## src/rtl/cache_controller_burst.sv

```systemverilog
// rtl/cache_controller_burst.sv - N-way, multi-beat cache controller FSM with round-robin victim
// Optional hit/miss statistics counters enabled by defining CACHE_STATS_EN.
module cache_controller_burst #(
    parameter  int WAYS  = 4,
    parameter  int BEATS = 4,
    parameter  int CNT_W = 16,
    localparam int WW    = (WAYS  > 1) ? $clog2(WAYS)  : 1,
    localparam int BW    = (BEATS > 1) ? $clog2(BEATS) : 1
) (
    input  logic            clk,
    input  logic            rst,
    input  logic            req_valid,
    input  logic            req_type,
    output logic            req_ready,
    input  logic            hit,
    input  logic [WW-1:0]   hit_way,
    input  logic [WAYS-1:0] dirty_vec,
    input  logic            ready_mem,
    output logic            read_en_mem,
    output logic            write_en_mem,
    output logic [BW-1:0]   beat_idx,
    output logic [WW-1:0]   victim_way,
    output logic [WW-1:0]   sel_way,
    output logic            read_en_cache,
    output logic            write_en_cache,
    output logic            write_en,
    output logic            refill,
`ifdef CACHE_STATS_EN
    output logic [CNT_W-1:0] hit_count,
    output logic [CNT_W-1:0] miss_count,
`endif
    output logic            done_cache
);

    localparam logic [1:0] S_IDLE       = 2'd0;
    localparam logic [1:0] S_COMPARE    = 2'd1;
    localparam logic [1:0] S_WRITE_BACK = 2'd2;
    localparam logic [1:0] S_ALLOCATE   = 2'd3;

    localparam logic [WW-1:0] LAST_WAY  = WW'(WAYS - 1);
    localparam logic [BW-1:0] LAST_BEAT = BW'(BEATS - 1);

    logic [1:0]    r_state;
    logic [BW-1:0] r_beat;
    logic [WW-1:0] r_victim;
    logic          r_type;
    logic          w_last_beat;

    assign w_last_beat = ready_mem && (r_beat == LAST_BEAT);

    always_ff @(posedge clk or negedge rst) begin
        if (!rst) begin
            r_state  <= S_IDLE;
            r_beat   <= '0;
            r_victim <= '0;
            r_type   <= 1'b0;
        end else begin
            case (r_state)
                S_IDLE: begin
                    if (req_valid) begin
                        r_type  <= req_type;
                        r_state <= S_COMPARE;
                    end
                end
                S_COMPARE: begin
                    if (hit)
                        r_state <= S_IDLE;
                    else if (dirty_vec[r_victim])
                        r_state <= S_WRITE_BACK;
                    else
                        r_state <= S_ALLOCATE;
                end
                S_WRITE_BACK: begin
                    if (w_last_beat) begin
                        r_beat  <= '0;
                        r_state <= S_ALLOCATE;
                    end else if (ready_mem) begin
                        r_beat <= r_beat + 1'b1;
                    end
                end
                S_ALLOCATE: begin
                    // Victim advances only once the refilled line is complete.
                    if (w_last_beat) begin
                        r_beat   <= '0;
                        r_victim <= (r_victim == LAST_WAY) ? '0 : r_victim + 1'b1;
                        r_state  <= S_COMPARE;
                    end else if (ready_mem) begin
                        r_beat <= r_beat + 1'b1;
                    end
                end
                default: r_state <= S_IDLE;
            endcase
        end
    end

`ifdef CACHE_STATS_EN
    // r_first marks the first COMPARE of a request so the post-refill compare is not counted.
    logic r_first;

    always_ff @(posedge clk or negedge rst) begin
        if (!rst) begin
            r_first    <= 1'b0;
            hit_count  <= '0;
            miss_count <= '0;
        end else begin
            if (r_state == S_IDLE && req_valid)
                r_first <= 1'b1;
            else if (r_state == S_COMPARE)
                r_first <= 1'b0;
            if (r_state == S_COMPARE && r_first) begin
                if (hit && hit_count != '1)
                    hit_count <= hit_count + 1'b1;
                else if (!hit && miss_count != '1)
                    miss_count <= miss_count + 1'b1;
            end
        end
    end
`endif

    assign beat_idx   = r_beat;
    assign victim_way = r_victim;
    assign sel_way    = (r_state == S_COMPARE) ? hit_way : r_victim;
    assign req_ready  = (r_state == S_IDLE);

    always_comb begin
        read_en_mem    = 1'b0;
        write_en_mem   = 1'b0;
        read_en_cache  = 1'b0;
        write_en_cache = 1'b0;
        write_en       = 1'b0;
        refill         = 1'b0;
        done_cache     = 1'b0;
        case (r_state)
            S_COMPARE: begin
                if (hit) begin
                    read_en_cache  = ~r_type;
                    write_en_cache = r_type;
                    write_en       = r_type;
                    done_cache     = 1'b1;
                end
            end
            S_WRITE_BACK: begin
                write_en_mem  = 1'b1;
                read_en_cache = 1'b1;
            end
            S_ALLOCATE: begin
                read_en_mem    = 1'b1;
                refill         = ready_mem;
                write_en_cache = ready_mem;
            end
            default: ;
        endcase
    end

endmodule

```

## config.mk

```make
export PLATFORM = sky130hd
export DESIGN_NAME = cache_controller_burst
export DESIGN_NICKNAME = d
export VERILOG_FILES = /design/src/rtl/cache_controller_burst.sv
export SDC_FILE = /design/constraint.sdc
export NUM_CORES = 1
export LEC_CHECK = 0
export BUFFER_PORTS_ARGS = -buffer_cell sky130_fd_sc_hd__buf_2
export CAP_MARGIN = 40
export CORE_AREA = 2 2 39 41
export DETAILED_ROUTE_END_ITERATION = 7
export DIE_AREA = 0 0 41 43
export PLACE_DENSITY_LB_ADDON = 0.1
export SYNTH_ARGS = -nofsm -noshare
export SYNTH_HDL_FRONTEND = slang
export SYNTH_SLANG_ARGS = --single-unit
export TNS_END_PERCENT = 30
```

## constraint.sdc

```tcl
create_clock -name clk -period 2.5 [get_ports clk]
set_input_delay 0.25 -clock clk [delete_from_list [all_inputs] [get_ports clk]]
set_output_delay 0.25 -clock clk [all_outputs]
set_load 0.02 [all_outputs]
```

==> Word-level counts from Yosys, hierarchy flattened <==
Index checks and enable logic that the tools add are counted.
W data, S select, Z words.
{ "word_totals": {"regBits": 7, "latchBits": 0, "ram_bits": 0, "mem_bits_ro": 0, "inputBits": 12, "out_inout_bits": 14, "wordCells": 46, "mem_count": 0} }
{ "classes": {"addsub": 2, "n_mul": 0, "n_div": 0, "magnitude_cmp": 1, "eq_ne": 8, "shifts": 0, "mux": 22, "n_bitwise": 1, "n_reduce_logical": 8} }
{ "ops": {"columns": ["op", "n"], "rows": [
  ["$mux W2", 8],
  ["$mux W1", 10],
  ["$eq A2 B2 Y1 const B", 4],
  ["$pmux W2 S4", 1],
  ["$ne A2 B2 Y1 const B", 3],
  ["$reduce_and A2 Y1", 3],
  ["$add A2 B1 Y2 const B", 2],
  ["$pmux W1 S2", 2],
  ["$lt A2 B3 Y1 const B", 1],
  ["$reduce_and A3 Y1", 1],
  ["$bmux W1 S2", 1],
  ["$eq A2 B1 Y1 const B", 1],
  ["$logic_not A2 Y1", 1],
  ["$reduce_bool A2 Y1", 1],
  ["$reduce_or A2 Y1", 1],
  ["$logic_and A1 B1 Y1", 1],
  ["$not A1 Y1", 1]
]} }

==> Longest topological paths before layout <==
Gate-level depths: netlist (run 1).
{ "logic_depth": {"word_depth": 5, "mapped_depth": 5, "ltp_nobuf": 5} }

==> Least setup slack after synthesis (run 1) <==
OpenSTA, ideal clock, no wires.
{ "synth_path": {"kind": "flip-flop to output port", "startpoint": "register r_state[1]", "endpoint": "output port read_en_cache", "arrival_ps": 1331, "t_required_ps": 2250, "setup_slack_ps": 919, "path_stages_with_launch": 6, "path_buffers": 0, "path_cell_list": "dfrtp_1 -> inv_1 -> ha_1 -> and2_1 -> a21oi_1 -> nor2_1"} }
{ "synth_between": {"elab_chain_len": 2, "word_cells_on_any_way": 3, "cone_classes": "2 x eq/ne; 1 x mux"} }
{ "synth_lines": {"columns": ["item", "line_no", "rtl"], "rows": [
  ["start, declared", "43", "logic [1:0] r_state;"],
  ["start signal, assigned", "53", "r_state <= S_IDLE;"],
  ["start signal, assigned", "62", "r_state <= S_COMPARE;"],
  ["start signal, assigned", "67", "r_state <= S_IDLE;"],
  ["$eq A2 B2 Y1 / $eq A2 B1 Y1 (equally long branches)", "133", "case (r_state)"],
  ["$pmux W1 S2 *", "133", null],
  ["end, declared", "24", "output logic read_en_cache,"]
]} }
Mark *: on every way between the ends. The rest lies on a longest branch, timed or not.

==> Worst setup path after layout (run 1) <==
{ "layout_path": {"startpoint": "register r_state[0]", "endpoint": "output port write_en_cache"} }
{ "layout_between": {"elab_chain_len": 2, "word_cells_on_any_way": 3, "cone_classes": "2 x eq/ne; 1 x mux"} }
{ "layout_lines": {"columns": ["item", "line_no", "rtl"], "rows": [
  ["$eq A2 B2 Y1 / $eq A2 B1 Y1 (equally long branches)", "133", null],
  ["$pmux W1 S2 *", "133", null],
  ["end, declared", "25", "output logic write_en_cache,"]
]} }
Marks and branches as above.

==> results.yml, run 1 <==
outcome:
  status: "complete, no violations"
route:
  postRouteWirelength_mm: 1.020
  wl_met3_um: 60
  antenna_violating_nets_post_route: 0
  drt_pass1_iterations: 2
  drtIter0Drc: 6
  drt-met1-wl_um: 464
  detail_route.drc_violations: 0
  met2WireLength_um: 495
  route.detailed.vias_per_inst: 4.734
  wire_per_inst_um: 10.85
  vias: 445
  route.top_layer_used: "met3"
yosys:
  post_synthesis_sequential_element_count: 7
  ys_top_cells_by_area: "sky130_fd_sc_hd__dfrtp_1 (35%), sky130_fd_sc_hd__ha_1 (15%), sky130_fd_sc_hd__mux2_2 (6.8%)"
  synth_flop_cell: "sky130_fd_sc_hd__dfrtp_1"
  synth_warn: 0
  yosys.cell_types.count: 22
  yosysSeqAreaShare_pct: 35.35
  syn_area_um2: 495.5
  syn_area_per_cell_um2: 10.32
  synthMostInstantiatedCell: "sky130_fd_sc_hd__dfrtp_1"
  async_reset_ff_share_pct: 100.0
  synth_area_leader_cell: "sky130_fd_sc_hd__dfrtp_1"
  synth_enable_flop_cells: 0
  syn_inst: 48
  commonest_cells_in_the_synthesized_netlist: "sky130_fd_sc_hd__dfrtp_1 (7), sky130_fd_sc_hd__ha_1 (6), sky130_fd_sc_hd__inv_1 (5)"
  synthDominantCellAreaShare_pct: 35.35
  synth.net_count: 66
die:
  design.core.area_um2: 1384
  row_count: 14
  die-area_um2: 1763
  floorplan.die.width_um: 41
  top_level_ports: 26
  die_extent_in_y_um: 43
  initial_utilization_pct: 35.80
finish:
  area_taken_by_multi_input_logic_gates_um2: 301.5
  synthToLayoutAreaGrowth_pct: 36.62
  n_diodes: 0
  stdcell_count: 94
  fillCellCount: 139
  final_nets: 97
  seqCellArea_um2: 175.2
  ratio_of_cells_with_drive_above_1_in_the_final_layout_pct: 46.15
setup_path:
  timing.reg2reg.worst_path_depth: 4
  startpoint_type: "flip-flop"
  end_kind: "primary output"
  crit_path_max_fanout: 4
  critPathArrivalTime_ns: 1.56
  timing.setup.critical_path_class: "reg2out"
  crit_required_ns: 2.25
timing:
  setup_viol: 0
  clock.fmax_ghz: 0.5530
  finalCritPeriodShare_pct: 72.33
  min_period_ns: 1.808
  fin_setup_tns_ns: 0
  rsz_0062_raised_after_global_routing: "false"
  setup_ws_ns: 0.6917
  slew_headroom_pct: 84.54
  final-hold-violation-count: 0
  worst_hold_slack_ns: 0.2343
  finalClockSkew_ns: 0.005585
  timing_worst_slew_pin_value_ns: 0.2304
  slew_viol_final: 0
grt:
  antenna_violations_before_repair: 0
  first_pass_grt_wire_length_mm: 1.524
  number_of_global_route_vias_before_repair: 389
  grt_overflow_total: 0
  grt_start_max_net_pins: 8
  grt_util_all_layers_pct: 12.94
worst_hold_path:
  worstHoldPathType: "in2reg"
  worstHoldPathCells: 2
placed_design:
  gp_congestion: 0.6647
  pre_cts_setup_slack_ns: 0.9584
  place_inst: 89
  numPortBuffers: 25
  place_hpwl_um: 843
cts:
  clkLatencyLatePin_ns: 0.25
  numClockSinks: 7
  cts_tree: "yes"
  post_cts_repair_timing_setup_buffer_count: 0
  ctsRootBufferMaster: "sky130_fd_sc_hd__clkbuf_4"
  cts_inserted_buffers: 3
  cts_buffer_depth: 2
  htree_num_levels: 1
  cts.clk_slew.worst_paths_ns: 0.05
pwr:
  power_density_nw_per_um2: 1156
  p_leak_nw: 0.3917
  p_total_uw: 782.5
  ir_drop_mv: 0.4815
run:
  number_of_max_cap_violations: 0
## metal layers
metal / track usage [%] / vias up
met2: 19.38 / 11
met4: 8.000 / 0
met1: 15.79 / 206
li1: - / 228
met3: 3.141 / 0
met5: 0 / -
## stage by stage
step	cell area, um2	util [%]
after floorplan	495.5	-
after global placement	640.6	46.29
after detailed placement	640.6	46.29
after CTS	676.9	48.92
after global routing	676.9	48.92
final	676.9	48.92
## sequential cells by signal, indices dropped and copies added (netlist names)
signal and cells:
beat_idx 2, victim_way 2, r_state 2, r_type 1
## area by class of cell
class                   count  share of cell area [%]
multi-input cells          36                   44.55
flip-flops and latches      7                   25.88
repair buffers             26                   19.96
clock buffers               4                   3.882
well taps                  16                   2.957
inverters                   5                   2.773
## path summary, 6_finish.rpt
check                           startpoint             end  slack, ns
worst min-delay path              req_type          r_type       0.23
worst min register to register      r_type          r_type       0.53
max in group asynchronous              rst   victim_way[0]       1.97
worst max register to register  r_state[0]     beat_idx[1]       1.03
worst max-delay path            r_state[0]  write_en_cache       0.69
min in group asynchronous              rst     beat_idx[0]       0.36
## cells in the final DEF, fill, tap and decap left out
cell type	n
sky130_fd_sc_hd__and2_2	1
sky130_fd_sc_hd__inv_1	5
sky130_fd_sc_hd__mux2i_1	3
sky130_fd_sc_hd__nor3_1	1
sky130_fd_sc_hd__nor2b_1	1
sky130_fd_sc_hd__a311oi_1	2
sky130_fd_sc_hd__and3_1	1
sky130_fd_sc_hd__o21ai_0	2
sky130_fd_sc_hd__mux2_4	2
sky130_fd_sc_hd__buf_2	25
sky130_fd_sc_hd__ha_1	6
sky130_fd_sc_hd__and2_1	1
sky130_fd_sc_hd__a2bb2oi_1	2
sky130_fd_sc_hd__dfrtp_1	7
sky130_fd_sc_hd__o21ai_1	1
sky130_fd_sc_hd__nor2_1	3
sky130_fd_sc_hd__mux2_2	3
sky130_fd_sc_hd__clkbuf_4	3
sky130_fd_sc_hd__or2_2	1
sky130_fd_sc_hd__a21o_1	1
sky130_fd_sc_hd__dlygate4sd3_1	1
sky130_fd_sc_hd__a21oi_1	1
sky130_fd_sc_hd__nand2_2	1
sky130_fd_sc_hd__nand2_1	2
sky130_fd_sc_hd__clkbuf_1	1
sky130_fd_sc_hd__and2b_1	1
## power breakdown
part / total (mW) / leakage [nW] / switching (mW) / internal (mW)
combinational: 0.472 / 0.289 / 0.266 / 0.206
clock: 0.101 / 0.0150 / 0.0402 / 0.0608
sequential: 0.209 / 0.0878 / 0.0471 / 0.162
total: 0.782 / 0.392 / 0.354 / 0.429
## what timing repair did
action,4_1_cts,5_1_grt
hold buffers,1,0
resized for setup,0,0
endpoints found under the hold margin,7,0
setup endpoints to repair,0,0
## worst max-delay path, stage by stage, from the launching register on
cell and delay, ns:
sky130_fd_sc_hd__dfrtp_1 0.41, sky130_fd_sc_hd__ha_1 0.26, sky130_fd_sc_hd__and2_2 0.22, sky130_fd_sc_hd__or2_2 0.27, sky130_fd_sc_hd__buf_2 0.16
## cells by family (layout without fill, tap and decap cells)
| kind of cell | Yosys count | in the layout | share of synthesized area [%] |
|---|---|---|---|
| multiplexers | 8 | 8 | 18.94 |
| adder cells (fa/ha/maj) | 6 | 6 | 15.15 |
| AO/OA/AOI/OAI | 9 | 9 | 12.63 |
| flip-flops | 7 | 7 | 35.35 |
| buffers and inverters | 5 | 35 | 3.788 |
| AND/OR/NAND/NOR | 13 | 13 | 14.15 |
(Power assumes the default switching activity.)
==> run 2, diff against run 1 <==
- ABC_AREA: not set -> 1
- clock period: 2.5 -> 1.8 ns (I/O delays scaled with it)
==> run 2 against run 1 <==
Effect of this change:
- sequential share of layout area shrank 0.24 points
- synthesized cell count is 48% higher
- hold slack worse by 0.042 ns
- routed wire length up 5.7%
- cell area rose by 0.92%
- core utilization grew 0.45 points
- critical path type unchanged
- largest cell class unchanged
- largest power group unchanged
- highest routed layer is now met4
==> results.yml, run 2 <==
route:
  drt_pass1_iterations: 4
  wire_per_inst_um: 9.214
  vias: 526
  drtIter0Drc: 5
  postRouteWirelength_mm: 1.078
  detail_route.drc_violations: 0
  route.detailed.vias_per_inst: 4.496
  antenna_violating_nets_post_route: 0
grt:
  grt_util_all_layers_pct: 13.04
  grt_start_max_net_pins: 8
  grt_overflow_total: 0
  first_pass_grt_wire_length_mm: 1.545
  antenna_violations_before_repair: 0
  number_of_global_route_vias_before_repair: 419
setup_path:
  critPathArrivalTime_ns: 1.43
  critical-path-slowest-cell: "sky130_fd_sc_hd__dfrtp_1"
  timing.reg2reg.worst_path_depth: 6
  startpoint_type: "flip-flop"
  crit_required_ns: 1.62
  crit_path_max_fanout: 6
  end_kind: "primary output"
  path_cells: "inv_1, ha_2, nand2_1, inv_1, nand2_1, a21boi_1, buf_2"
  timing.setup.critical_path_class: "reg2out"
  critPathMaxStageDelay_ns: 0.40
placed_design:
  placed_area_um2: 644.4
  place_hpwl_um: 902.7
  gp_congestion: 0.8260
  place_inst: 112
  numPortBuffers: 25
yosys:
  async_reset_ff_share_pct: 100.0
  syn_area_per_cell_um2: 7.031
  synth_enable_flop_cells: 0
  synthMostInstantiatedCell: "sky130_fd_sc_hd__nand2_1"
  ys_top_cells_by_area: "sky130_fd_sc_hd__dfrtp_1 (35%), sky130_fd_sc_hd__nand2_1 (16%), sky130_fd_sc_hd__ha_1 (15%)"
  commonest_cells_in_the_synthesized_netlist: "sky130_fd_sc_hd__nand2_1 (21), sky130_fd_sc_hd__inv_1 (13), sky130_fd_sc_hd__o21ai_0 (8)"
  synthDominantCellAreaShare_pct: 35.09
  synth_area_leader_cell: "sky130_fd_sc_hd__dfrtp_1"
  syn_inst: 71
  yosys.cell_types.count: 13
  syn_area_um2: 499.2
  synth.net_count: 89
  yosysSeqAreaShare_pct: 35.09
  synth_warn: 0
  synth_flop_cell: "sky130_fd_sc_hd__dfrtp_1"
  post_synthesis_sequential_element_count: 7
cts:
  numClockSinks: 7
  clkLatencyLatePin_ns: 0.25
  htree_num_levels: 1
  cts_inserted_buffers: 3
  ctsRootBufferMaster: "sky130_fd_sc_hd__clkbuf_4"
  cts_tree: "yes"
  cts.clk_slew.worst_paths_ns: 0.05
  cts_buffer_depth: 2
  post_cts_repair_timing_setup_buffer_count: 0
timing:
  rsz_0062_raised_after_global_routing: "false"
  setup_viol: 0
  slew_viol_final: 0
  timing_worst_slew_pin_value_ns: 0.2086
  fin_setup_tns_ns: 0
  final-hold-violation-count: 0
  clock.fmax_ghz: 0.6216
  finalClockSkew_ns: 0.004228
  finalCritPeriodShare_pct: 89.38
  slew_headroom_pct: 86.05
  min_period_ns: 1.609
run:
  number_of_max_cap_violations: 0
pwr:
  ir_drop_mv: 0.6203
  power_density_nw_per_um2: 1684
  p_total_mw: 1.150
  p_leak_nw: 0.4054
finish:
  stdcell_count: 117
  ratio_of_cells_with_drive_above_1_in_the_final_layout_pct: 30.69
  synthToLayoutAreaGrowth_pct: 36.84
  final_nets: 120
  n_diodes: 0
  layout_common_cells: "sky130_fd_sc_hd__buf_2 (25), sky130_fd_sc_hd__nand2_1 (21), sky130_fd_sc_hd__inv_1 (13)"
  layout.cells.most_common: "sky130_fd_sc_hd__buf_2"
  layout.cell_area.non_filler_um2: 683.2
worst_hold_path:
  worstHoldPathCells: 3
  worstHoldPathType: "in2reg"
die:
  initial_utilization_pct: 36.08
  die_extent_in_y_um: 43
  row_count: 14
  floorplan.die.width_um: 41
  die-area_um2: 1763
  top_level_ports: 26
  design.core.area_um2: 1384
outcome:
  status: "complete, no violations"
-- run 2: final cells by class --
cell class	count	area, um2
well taps	16	20.02
repair buffers	26	135.1
multi-input cells	50	274.0
inverters	14	52.55
fillers	143	700.7
flip-flops and latches	7	175.2
clock buffers	4	26.28
-- run 2: worst max-delay path: cells and delay by family, from the launching register on --
family | cells | cell delay [ns]
AND/OR/NAND/NOR | 2 | 0.13
buffers and inverters | 3 | 0.33
AO/OA/AOI/OAI | 1 | 0.10
adder cells (fa/ha/maj) | 1 | 0.22
flip-flops | 1 | 0.40
-- run 2: cells by family (layout without fill, tap and decap cells) --
| kind of cell | Yosys count | after routing | synth area share (%) |
|---|---|---|---|
| flip-flops | 7 | 7 | 35.09 |
| buffers and inverters | 14 | 44 | 10.53 |
| AND/OR/NAND/NOR | 29 | 29 | 22.56 |
| AO/OA/AOI/OAI | 15 | 15 | 16.79 |
| adder cells (fa/ha/maj) | 6 | 6 | 15.04 |
-- run 2: metal layers --
metal	track usage [%]	share of wire, %	vias to the layer above
li1	-	-	283
met2	20.31	44	19
met5	0	0	-
met3	4.712	7.6	4
met4	6.000	1.8	0
met1	15.13	46	220
-- run 2: path summary, 6_finish.rpt --
kind / start / endpoint / slack (ns)
max in group asynchronous: rst / r_type / 1.36
worst min-delay path: req_type / r_type / 0.19
worst min register to register: r_state[1] / r_state[1] / 0.55
min in group asynchronous: rst / beat_idx[0] / 0.29
worst max-delay path: r_state[1] / read_en_cache / 0.19
worst max register to register: r_state[0] / r_state[0] / 0.49
-- run 2: per-stage QoR --
stage | util [%] | hold slack (ns) | setup slack [ns]
2_1_floorplan | - | -0.1156 | 0.2810
3_3_place_gp | 46.56 | 0.02215 | 0.4308
3_5_place_dp | 46.56 | 0.02332 | 0.4016
4_1_cts | 49.19 | 0.1948 | 0.1321
5_1_grt | 49.37 | 0.2226 | 0.03369
6_report | 49.37 | 0.1920 | 0.1912
-- run 2: repair_timing --
item / in CTS / in global routing
hold buffers: 1 / 0
endpoints found under the setup margin: 0 / 1
resized for setup: 0 / 1
hold endpoints to repair: 7 / 0
-- run 2: power breakdown --
part / total, mW / internal [mW] / switching, mW
Combinational: 0.713 / 0.257 / 0.456
Sequential: 0.299 / 0.233 / 0.0663
Clock: 0.138 / 0.0843 / 0.0539
Total: 1.15 / 0.574 / 0.576
==> run 3, diff against run 2 <==
- ABC_AREA: 1 -> not set
- BUFFER_PORTS_ARGS: -buffer_cell sky130_fd_sc_hd__buf_2 -> -buffer_cell sky130_fd_sc_hd__buf_4
- SLEW_MARGIN: not set -> 15
==> run 3 against run 2 <==
Effect of this change:
- sequential power shrank 1%
- clock skew is essentially flat
- setup slack lost 0.096 ns
- critical path depth shrank 2
==> results.yml, run 3 (synthesis gave the netlist of run 1 again) <==
die:
  initial_utilization_pct: 35.80
  design.core.area_um2: 1384
  die-area_um2: 1763
  floorplan.die.width_um: 41
  row_count: 14
  die_extent_in_y_um: 43
  top_level_ports: 26
setup_path:
  crit_path_max_fanout: 6
  timing.reg2reg.worst_path_depth: 4
  end_kind: "primary output"
  critPathArrivalTime_ns: 1.53
  startpoint_type: "flip-flop"
  timing.setup.critical_path_class: "reg2out"
  crit_required_ns: 1.62
worst_hold_path:
  worstHoldPathCells: 2
  worstHoldPathType: "in2reg"
timing:
  fin_setup_tns_ns: 0
  final-hold-violation-count: 0
  finalClockSkew_ns: 0.004344
  finalCritPeriodShare_pct: 94.74
  timing_worst_slew_pin_value_ns: 0.2467
  min_period_ns: 1.705
  slew_viol_final: 0
  setup_ws_ns: 0.09475
  slew_headroom_pct: 83.49
  rsz_0062_raised_after_global_routing: "false"
  setup_viol: 0
  clock.fmax_ghz: 0.5864
finish:
  layout.cells.most_common: "sky130_fd_sc_hd__buf_4"
  final_nets: 97
  fin_util_pct: 53.80
  n_diodes: 0
  layout_common_cells: "sky130_fd_sc_hd__buf_4 (25), sky130_fd_sc_hd__dfrtp_1 (7), sky130_fd_sc_hd__inv_1 (5)"
  ratio_of_cells_with_drive_above_1_in_the_final_layout_pct: 48.72
  synthToLayoutAreaGrowth_pct: 50.25
route:
  drtIter0Drc: 4
  detail_route.drc_violations: 0
  postRouteWirelength_mm: 1.106
  drt_pass1_iterations: 4
  wire_per_inst_um: 11.77
  vias: 453
  route.detailed.vias_per_inst: 4.819
  antenna_violating_nets_post_route: 0
cts:
  cts_inserted_buffers: 3
  clkLatencyLatePin_ns: 0.25
  htree_num_levels: 1
  cts_buffer_depth: 2
  ctsRootBufferMaster: "sky130_fd_sc_hd__clkbuf_4"
  cts.clk_slew.worst_paths_ns: 0.05
  numClockSinks: 7
  cts_tree: "yes"
grt:
  antenna_violations_before_repair: 0
  grt_start_max_net_pins: 8
  grt_util_all_layers_pct: 15.72
  grt_overflow_total: 0
  first_pass_grt_wire_length_mm: 1.863
  number_of_global_route_vias_before_repair: 447
run:
  number_of_max_cap_violations: 0
pwr:
  power_density_nw_per_um2: 1573
  p_int_uw: 670.0
  switching_power_uw: 501.4
  ir_drop_mv: 0.6793
  clockPowerShare_pct: 11.7
  share_of_power_burned_in_registers_pct: 25.2
  p_leak_nw: 0.4018
  comb_power_share_pct: 63.1
  swShare_pct: 42.81
placed_design:
  place_hpwl_um: 897.8
  gp_congestion: 0.6639
  pre_cts_setup_slack_ns: 0.3114
  numPortBuffers: 25
outcome:
  status: "complete, no violations"
run 3: changes by cell type in the layout (fill, tap and decap cells not counted), sizes merged, moves of 2 or more:
cell | previous run | this run
a2bb2oi | 0 | 2
a311oi | 0 | 2
mux2 | 0 | 5
nand3 | 3 | 0
inv | 14 | 5
o21ai | 10 | 3
nor2 | 5 | 3
a21oi | 3 | 1
and2 | 0 | 2
mux2i | 0 | 3
nand2 | 21 | 3
run 3: what timing repair did:
item / 4_1_cts / 5_1_grt
hold buffers: 1 / 0
endpoints found under the hold margin: 7 / 0
resized for setup: 0 / 2
buffers inserted: 0 / 0
endpoints found under the setup margin: 0 / 1
run 3: layout make-up:
cell class	count	area, um2
Inverter	5	18.77
Sequential cell	7	175.2
Timing Repair Buffer	26	197.7
Clock buffer	4	26.28
Multi-Input combinational cell	36	306.5
Tap cell	16	20.02
Fill cell	142	639.4
run 3: layer usage:
layer	share of wire [%]	vias up	track usage (%)
met1	44	207	22.26
li1	-	231	-
met2	48	15	21.88
met5	0	-	0
met4	0	0	10.00
met3	7.7	0	1.571
run 3: final timing paths:
kind / startpoint / end / slack, ns
hold reg to reg: r_type / r_type / 0.53
min in group asynchronous: rst / beat_idx[1] / 0.30
hold / removal: req_type / r_type / 0.17
setup reg to reg: r_state[0] / beat_idx[1] / 0.32
setup / recovery: r_state[1] / write_en_cache / 0.09
max in group asynchronous: rst / victim_way[1] / 1.37
run 3: power by group through the flow:
stage | sequential (mW) | combinational, mW | clock, mW
after floorplan | 0.326 | 0.442 | 0
after global placement | 0.294 | 0.731 | 0
after detailed placement | 0.298 | 0.737 | 0
after CTS | 0.296 | 0.743 | 0.145
after global routing | 0.311 | 0.816 | 0.150
final | 0.295 | 0.739 | 0.138
run 3: metrics by stage:
step	area (um2)	hold slack (ns)	total power, mW	cells
3_3_place_gp	703.2	-0.003163	1.025	89
3_5_place_dp	703.2	-0.002202	1.036	89
2_1_floorplan	495.5	-0.1156	0.7685	48
6_report	744.5	0.1673	1.171	94
5_1_grt	744.5	0.1650	1.277	94
4_1_cts	739.5	0.1632	1.183	94
run 3: worst max-delay path, cell delays in order, from the launching register on:
cell and delay, ns:
sky130_fd_sc_hd__dfrtp_1 0.37, sky130_fd_sc_hd__inv_1 0.08, sky130_fd_sc_hd__ha_2 0.21, sky130_fd_sc_hd__and3_1 0.17, sky130_fd_sc_hd__or2_2 0.29, sky130_fd_sc_hd__buf_4 0.16
